**config.mk**
```make
export PLATFORM = sky130hd
export DESIGN_NAME = uart_err_sat_cnt
export DESIGN_NICKNAME = d
export VERILOG_FILES = /design/src/rtl/uart_err_sat_cnt.sv
export SDC_FILE = /design/constraint.sdc
export NUM_CORES = 1
export LEC_CHECK = 0
export BUFFER_PORTS_ARGS = -buffer_cell sky130_fd_sc_hd__buf_2
export CAP_MARGIN = 20
export CORE_AREA = 2 2 39 41
export DETAILED_ROUTE_END_ITERATION = 8
export DIE_AREA = 0 0 41 43
export PLACE_DENSITY_LB_ADDON = 0.1
export SETUP_SLACK_MARGIN = 0.15
export SLEW_MARGIN = 20
export SYNTH_ARGS = -nofsm -noshare
export SYNTH_HDL_FRONTEND = slang
export SYNTH_SLANG_ARGS = --single-unit
```
**constraint.sdc**
```tcl
create_clock -name clk -period 3.9 [get_ports clk]
set_clock_uncertainty 0.2 [all_clocks]
set_input_delay 0.585 -clock clk [delete_from_list [all_inputs] [get_ports clk]]
set_output_delay 0.585 -clock clk [all_outputs]
set_load 0.05 [all_outputs]
```
**src/rtl/uart_err_sat_cnt.sv**
```systemverilog
// Saturating up-counter with synchronous clear; clear has priority over
// increment so a coincident event is discarded.
module uart_err_sat_cnt #(
   parameter int W = 8
) (
   input  logic         clk,
   input  logic         rst,
   input  logic         inc,
   input  logic         clr,
   output logic [W-1:0] cnt
);

   logic [W-1:0] cnt_reg;
   logic [W-1:0] cnt_next;

   always_comb begin
      cnt_next = cnt_reg;
      if (clr) begin
         cnt_next = '0;
      end else if (inc && (cnt_reg != {W{1'b1}})) begin
         cnt_next = cnt_reg + 1'b1;
      end
   end

   always_ff @(posedge clk) begin
      if (!rst) begin
         cnt_reg <= '0;
      end else begin
         cnt_reg <= cnt_next;
      end
   end

   assign cnt = cnt_reg;

endmodule

```
; ---- Yosys cells after proc, flatten, opt, wreduce, memory -nomap -nowiden
; Index checks and enable logic that the tools add are counted.
[classes]
n_addsub = 1
n_eq_ne = 1
bitwise = 1
reduce_logical = 2
[op_table]
columns = cell, n
row1 = $add 8x1->8 const B, 1
row2 = $ne 8x8->1 const B, 1
row3 = $reduce_or 2->1, 1
row4 = $logic_and 1x1->1, 1
row5 = $not 1->1, 1
[totals]
register_bits = 8
input_bits = 4
output_inout_bits = 8
wordCells = 6

; ---- Logic depth before layout (Yosys ltp)
; Gate-level depths: netlist of run 1.
[depth]
word_depth = 2
ltp_mapped = 4
depth_no_buf = 4

; ---- Worst setup path before layout of run 1
; No wires, ideal clock.
[synth_timing]
kind = register to register
from = register cnt_reg[0], in the netlist cnt[0]
to = register cnt_reg[7], in the netlist cnt[7]
setup_time_ns = 0.091
t_arrival_ns = 1.476
required_ns = 3.609
path_slack_ns = 2.133
stages_incl_launch_ff = 5
path_buffers = 0
period_less_slack_ns = 1.767
cell_sequence = dfxtp_1 -> ha_1 -> and4_4 -> nor2b_2 -> a311oi_1
[synth_between]
elab_chain_cells = 2
elab_cells_between_ends = 3
cone_classes = add/sub: 1 / eq/ne: 1 / reduce/logical: 1
[synth_lines]
columns = item, line
row1 = start: declaration, 13  ; logic [W-1:0] cnt_reg;
row2 = start signal: assignment, 29  ; cnt_reg <= cnt_next;
row3 = branches (longest 2 deep; another with $add 8x1->8), n/a
; Several ways; the timed one is not identified.
; A chain may end at the register's enable or synchronous reset.

; ---- Final worst setup path of run 1
[layout_timing]
from = register cnt_reg[4], in the netlist cnt[4]
to = output cnt[4]
[layout_lines]
columns = item, line
row1 = end: declaration, 10  ; output logic [W-1:0] cnt
; No word-level cell between the ends.

==> results of run 1 <==
-- layout by cell type, fill, tap and decap left out --
cell type  count
a211oi_2       1
a21boi_2       1
a21oi_1        5
a311oi_1       1
a31oi_1        2
and3_1         1
and4_1         4
and4_4         1
buf_2         11
clkbuf_4       3
dfxtp_1        8
ha_1           1
mux2i_1        3
nand2_1        5
nand2b_1       3
nand3_1        1
nand4_1        1
nor2b_1        3
nor2b_2        1
nor3_1         2
o21ai_0        2
-- cell type report --
cell class / count / area, µm² / area share (%)
Clock buffer: 3 / 22.5 / 4.34
Multi-Input combinational cell: 38 / 262 / 50.4
Sequential cell: 8 / 160 / 30.8
Tap cell: 16 / 20.0 / 3.86
Timing Repair Buffer: 11 / 55.1 / 10.6
-- through the flow --
stage               utilization [%]  power, mW  instances  hold WS (ns)
floorplan                         -     0.0919         46         0.501
detailed placement             35.9     0.0958         73         0.315
global route                   37.5      0.167         76         0.349
CTS                            37.5      0.163         76         0.323
global placement               35.9     0.0959         73         0.297
finish                         37.5      0.159         76         0.315
-- report_power, final --
group,leakage [nW],switching (mW),internal [mW]
Clock,0.0138,0.0297,0.0353
Sequential,0.0646,0.000910,0.0825
Combinational,0.145,0.00662,0.00391
Total,0.224,0.0372,0.122
-- layer usage --
| layer | up-vias | wire [µm] |
|---|---|---|
| met3 | 2 | 57 |
| met4 | 0 | 11 |
| met2 | 9 | 436 |
| met5 | - | 0 |
| met1 | 183 | 467 |
| li1 | 206 | - |
-- cells by family after synthesis --
group,after synthesis,share of synthesized area [%]
mux,3,7.12
compound gates,12,19.0
simple gates,22,32.9
fa+ha+maj,1,2.97
flops,8,38.0
-- worst max path at each step --
stage | startpoint | end | slack, ns | cells after the start
finish | cnt[4] | cnt[4] | 2.07 | 1
global route | cnt[4] | cnt[4] | 2.02 | 1
CTS | cnt[4] | cnt[4] | 2.05 | 1
detailed placement | rst | cnt[3] | 2.20 | 4
global placement | rst | cnt[3] | 2.22 | 4
floorplan | cnt[0] | cnt[7] | 2.13 | 4
==> metrics.yaml, run 1 <==
outcome: "finished clean"
port_buffers: 11
p_per_area_mw_per_mm2: 306
cts_sinks: 8
finalNetCount: 67
crit_fanout: 9
crit_family: "flip-flops"
hold_violations: 0
p_leak_nw: 0.224
setup_violations: 0
cp_slowest_stage_delay_ns: 0.47
hold_path_class: "flip-flop to flip-flop"
fp.dieArea_mm2: 0.00176
routed_wl_um: 972
crit_buf_inv: 1
drc: 0
max_slew.worst_pin.slew_ns: 0.530
reg2reg_slack_ns: 2.36
slowest_stage: "dfxtp_1"
synth_commonest_cells: "dfxtp_1 (8), a21oi_1 (5), nand2_1 (5), and4_1 (4)"
ctsHoldBuffers: 0
synth_largest_area_cell: "dfxtp_1"
use_met2_pct: 17.8
cts_buffers: 3
grt_antenna_before_repair: 0
synth_nets: 51
fmax_mhz: 545
critPathLaunchType: "flip-flop"
synth_ff_type: "dfxtp_1"
gr-max-usage-layer: "met2"
layout_setup_ws_ns: 2.07
fin_crit_ns: 1.83
ys_warn_count: 0
r2r-start: "cnt[0]"
fill_cells: 151
synth_area_leaders: "dfxtp_1 (38%), and4_1 (8.3%), mux2i_1 (7.1%)"
critPathKind: "flip-flop to output port"
pre_cts_ws_ns: 2.20
syn_inst: 46
gp_congestion: 0.707
antenna_cells: 0
wl_per_cell_um: 12.8
grt_pass1_vias: 351
pin_count: 12
maxCapViolCount: 0
async_flop_share_pct: 0
yosysTopAreaCellShare_pct: 38.0
insertion_delay_ns: 0.26
drt_iter0_drc: 9
grt_max_degree: 10
rr_endpoint: "cnt[5]"
slew_headroom_pct: 64.6
use_met1_pct: 16.8
use_met3_pct: 9.42
grt_setup_unrepaired: "false"
worstPathCellList: "buf_2"
required_ns: 3.12
die-height_um: 43
drv_slew: 0
critPathArrivalTime_ns: 1.05
ys_ff_latch: 8
die_width_um: 41
coreArea_mm2: 0.00138
dr_total_vias: 400
rows: 14
cts_buffer_depth: 2
cts_setup_buffers: 0
min_period_over_period_pct: 47.0
htree_levels: 1
synth_most_common_cell: "dfxtp_1"
whs_path_depth: 2
clkTransAtPathRegs_ns: 0.06
synth-edff-count: 0
end_kind: "output port"
drive_gt1_share_pct: 30.0
cts_resized: 0
min_to: "cnt[1]"
ys_seq_area_share_pct: 38.0
hpwl_um: 702
start_util_pct: 30.5
hold_path.startpoint: "cnt[1]"
dpl_cell_area_um2: 497
area_growth_pct: 23.1
via_per_inst: 5.26
finalSetupTns_ns: 0
overflow: 0
rr_worst_depth: 4
drtPass1Iterations: 5
ir_worst_vdd_v: 0.000184
cts_tree: "yes"
netlist_area_um2: 422
ant_nets: 0
synth_cell_types: 19
avgSynthCellArea_um2: 9.17
track_usage_pct: 13.7
largest_register_ff_count: 8
fin_area_um2: 519
clockRootBuffer: "clkbuf_4"
grt_pass1_wl_um: 1520
(Power assumes the default switching activity.)
==> inputs of run 2 (changes only) <==
--- a/config.mk
+++ b/config.mk
@@ -5,6 +5,7 @@
 export SDC_FILE = /design/constraint.sdc
 export NUM_CORES = 1
 export LEC_CHECK = 0
+export ABC_AREA = 1
 export BUFFER_PORTS_ARGS = -buffer_cell sky130_fd_sc_hd__buf_2
 export CAP_MARGIN = 20
 export CORE_AREA = 2 2 39 41
==> constraint.sdc (replaced) <==
create_clock -name clk -period 1.9 [get_ports clk]
set_clock_uncertainty 0.2 [all_clocks]
set_input_delay 0.285 -clock clk [delete_from_list [all_inputs] [get_ports clk]]
set_output_delay 0.285 -clock clk [all_outputs]
set_load 0.05 [all_outputs]
==> run 2 against run 1 <==
  * Clock-buffer cell count unchanged
  * Non-clock buffer count unchanged
  * Worst setup slack worse by 1.6 ns
  * Sequential cell count did not move
  * Combinational power rose to 2.6 times the previous value
  * Area after synthesis rose by 9.8%
  * Core utilization increased by 2.6 points
  * Routed wire length is 5.9% higher
  * Power increased by 110%
  * Global-route usage up 0.83 points
  * Synthesized cell count grew 57%
  * Sequential power up 110%
  * Largest cell class unchanged
==> metrics.yaml, run 2 <==
p_leak_nw: 0.276  # +23%
start_util_pct: 33.5  # +3.0 points
crit_family: "flip-flops"
grt_pass1_wl_um: 1730  # +14%
instances_no_fill: 101  # +33%
port_buffers: 11  # unchanged
antenna_cells: 0  # unchanged
finalNetCount: 92  # +37%
netlist_area_um2: 463  # +9.8%
coreArea_mm2: 0.00138  # unchanged
cp_slowest_stage_delay_ns: 0.43  # -0.04 ns
critPathArrivalTime_ns: 0.99  # -0.06 ns
avgSynthCellArea_um2: 6.43  # -30%
critPathLaunchType: "flip-flop"
synth-edff-count: 0  # unchanged
cts_tree: "yes"
slowest_stage: "dfxtp_1"
drtPass1Iterations: 2  # -3
critPathKind: "flip-flop to output port"
crit_cells: 1  # unchanged
htree_levels: 1  # unchanged
dr_total_vias: 469  # +17%
slew_headroom_pct: 64.4  # -0.24 points
fp.dieArea_mm2: 0.00176  # unchanged
overflow: 0  # unchanged
end_kind: "output port"
max_slew.worst_pin.slew_ns: 0.533  # +0.00271 ns
crit_buf_inv: 1  # unchanged
setup_violations: 0  # unchanged
mostFrequentLayoutCell: "nand2_1"
cts_resized: 0  # unchanged
synth_area_leaders: "dfxtp_1 (35%), nand2_1 (14%), nor2_1 (11%)"
gp_congestion: 0.640  # -9.4%
maxCapViolCount: 0  # unchanged
grt_max_degree: 11  # +1
routed_wl_um: 1030  # +5.9%
finalSetupTns_ns: 0  # unchanged
grt_pass1_vias: 427  # +22%
hold_violations: 0  # unchanged
hpwl_um: 766  # +9.0%
total_power_uw: 333  # +110%
insertion_delay_ns: 0.25  # about the same
dpl_cell_area_um2: 533  # +7.3%
min_period_over_period_pct: 77.4
post-route-util_pct: 40.1  # +2.6 points
p_per_area_mw_per_mm2: 599  # +96%
ir_worst_vdd_v: 0.000296  # +61%
synth_ff_type: "dfxtp_1"
drt_iter0_drc: 1  # -8
synth_most_common_cell: "nand2_1"
drv_slew: 0  # unchanged
pin_count: 12  # unchanged
ys_warn_count: 0  # unchanged
outcome: "finished clean"
yosysTopAreaCellShare_pct: 34.6  # -3.4 points
synth_nets: 77  # +51%
cts_sinks: 8  # unchanged
layout_common_cells: "nand2_1 (17), nor2_1 (13), buf_2 (11), inv_1 (8)"
async_flop_share_pct: 0  # unchanged
rows: 14  # unchanged
worstPathCellList: "buf_2"
syn_inst: 72  # +57%
synth_commonest_cells: "nand2_1 (17), nor2_1 (13), dfxtp_1 (8), inv_1 (8), a21oi_1 (6)"
cts_setup_buffers: 0  # unchanged
crit_fanout: 6  # -3
ant_nets: 0  # unchanged
area_growth_pct: 20.0
synth_cell_types: 18  # -1
whs_path_depth: 4  # +2
ctsHoldBuffers: 0  # unchanged
die-height_um: 43  # unchanged
ys_seq_area_share_pct: 34.6  # -3.4 points
place_inst: 98  # +34%
clockRootBuffer: "clkbuf_4"
cts_buffers: 3  # unchanged
ys_ff_latch: 8  # unchanged
fin_crit_ns: 1.47
cts_buffer_depth: 2  # unchanged
fill_cells: 164  # +8.6%
clkTransAtPathRegs_ns: 0.06  # about the same
grt_setup_unrepaired: "false"
rr_worst_depth: 8  # +4
hold_path_class: "primary input to flip-flop"
fin_area_um2: 556  # +7.0%
largest_register_ff_count: 8  # unchanged
die_width_um: 41  # unchanged
drc: 0  # unchanged
synth_largest_area_cell: "dfxtp_1"
wl_per_cell_um: 10.2  # -20%
required_ns: 1.41  # -1.71 ns
drive_gt1_share_pct: 25.9  # -4.1 points
grt_antenna_before_repair: 0  # unchanged
track_usage_pct: 14.5  # +0.83 points
via_per_inst: 4.64  # -12%
fmax_mhz: 680
-- run 2: cell types whose count changed in the layout (fill, tap and decap cells not counted), sizes merged, moves of 3 or more --
| cell | delta |
|---|---|
| and4 | -5 |
| nand2b | -3 |
| mux2i | -3 |
| nand2 | +14 |
| nor2 | +16 |
| inv | +9 |
| nor2b | -4 |
| nand3 | +3 |
-- run 2: cells by family after synthesis --
kind of cell / after synthesis / synth area share (%)
AOI/OAI and AO/OA: 8 / 8.65
and+or+nand+nor: 44 / 44.3
DFF: 8 / 34.6
adders and majority gates: 1 / 2.70
buffers and inverters: 11 / 9.73
-- run 2: cell type report --
type                       instances  area, µm²  share of cell area, %
inverter                          10       37.5                   6.76
timing repair buffer              11       55.1                   9.91
clock buffer                       3       22.5                   4.05
multi-input combinational         53        258                   46.4
tap                               16       20.0                   3.60
sequential                         8        163                   29.3
-- run 2: final timing paths --
kind	slack, ns	end	from
worst max-delay path	0.43	cnt[2]	cnt[2]
worst min-delay path	0.1	cnt[2]	clr
worst max register to register	0.47	cnt[6]	cnt[0]
worst min register to register	0.31	cnt[1]	cnt[1]
-- run 2: report_power, final --
part           internal (mW)  switching, mW  leakage, nW
Clock                 0.0726         0.0613       0.0138
Sequential             0.170        0.00205       0.0655
Combinational        0.00844         0.0185        0.197
-- run 2: through the flow --
step,setup slack (ns),hold WS (ns)
2_1_floorplan,0.284,0.240
3_3_place_gp,0.516,0.297
3_5_place_dp,0.484,0.297
4_1_cts,0.408,0.0823
5_1_grt,0.349,0.133
6_report,0.429,0.0959
-- run 2: layer usage --
metal	vias to the layer above	GRT usage (%)	routed length (µm)
li1	251	-	-
met1	209	16.6	504
met2	7	22.5	475
met3	2	3.14	39
met4	0	10.0	9
met5	-	0	0
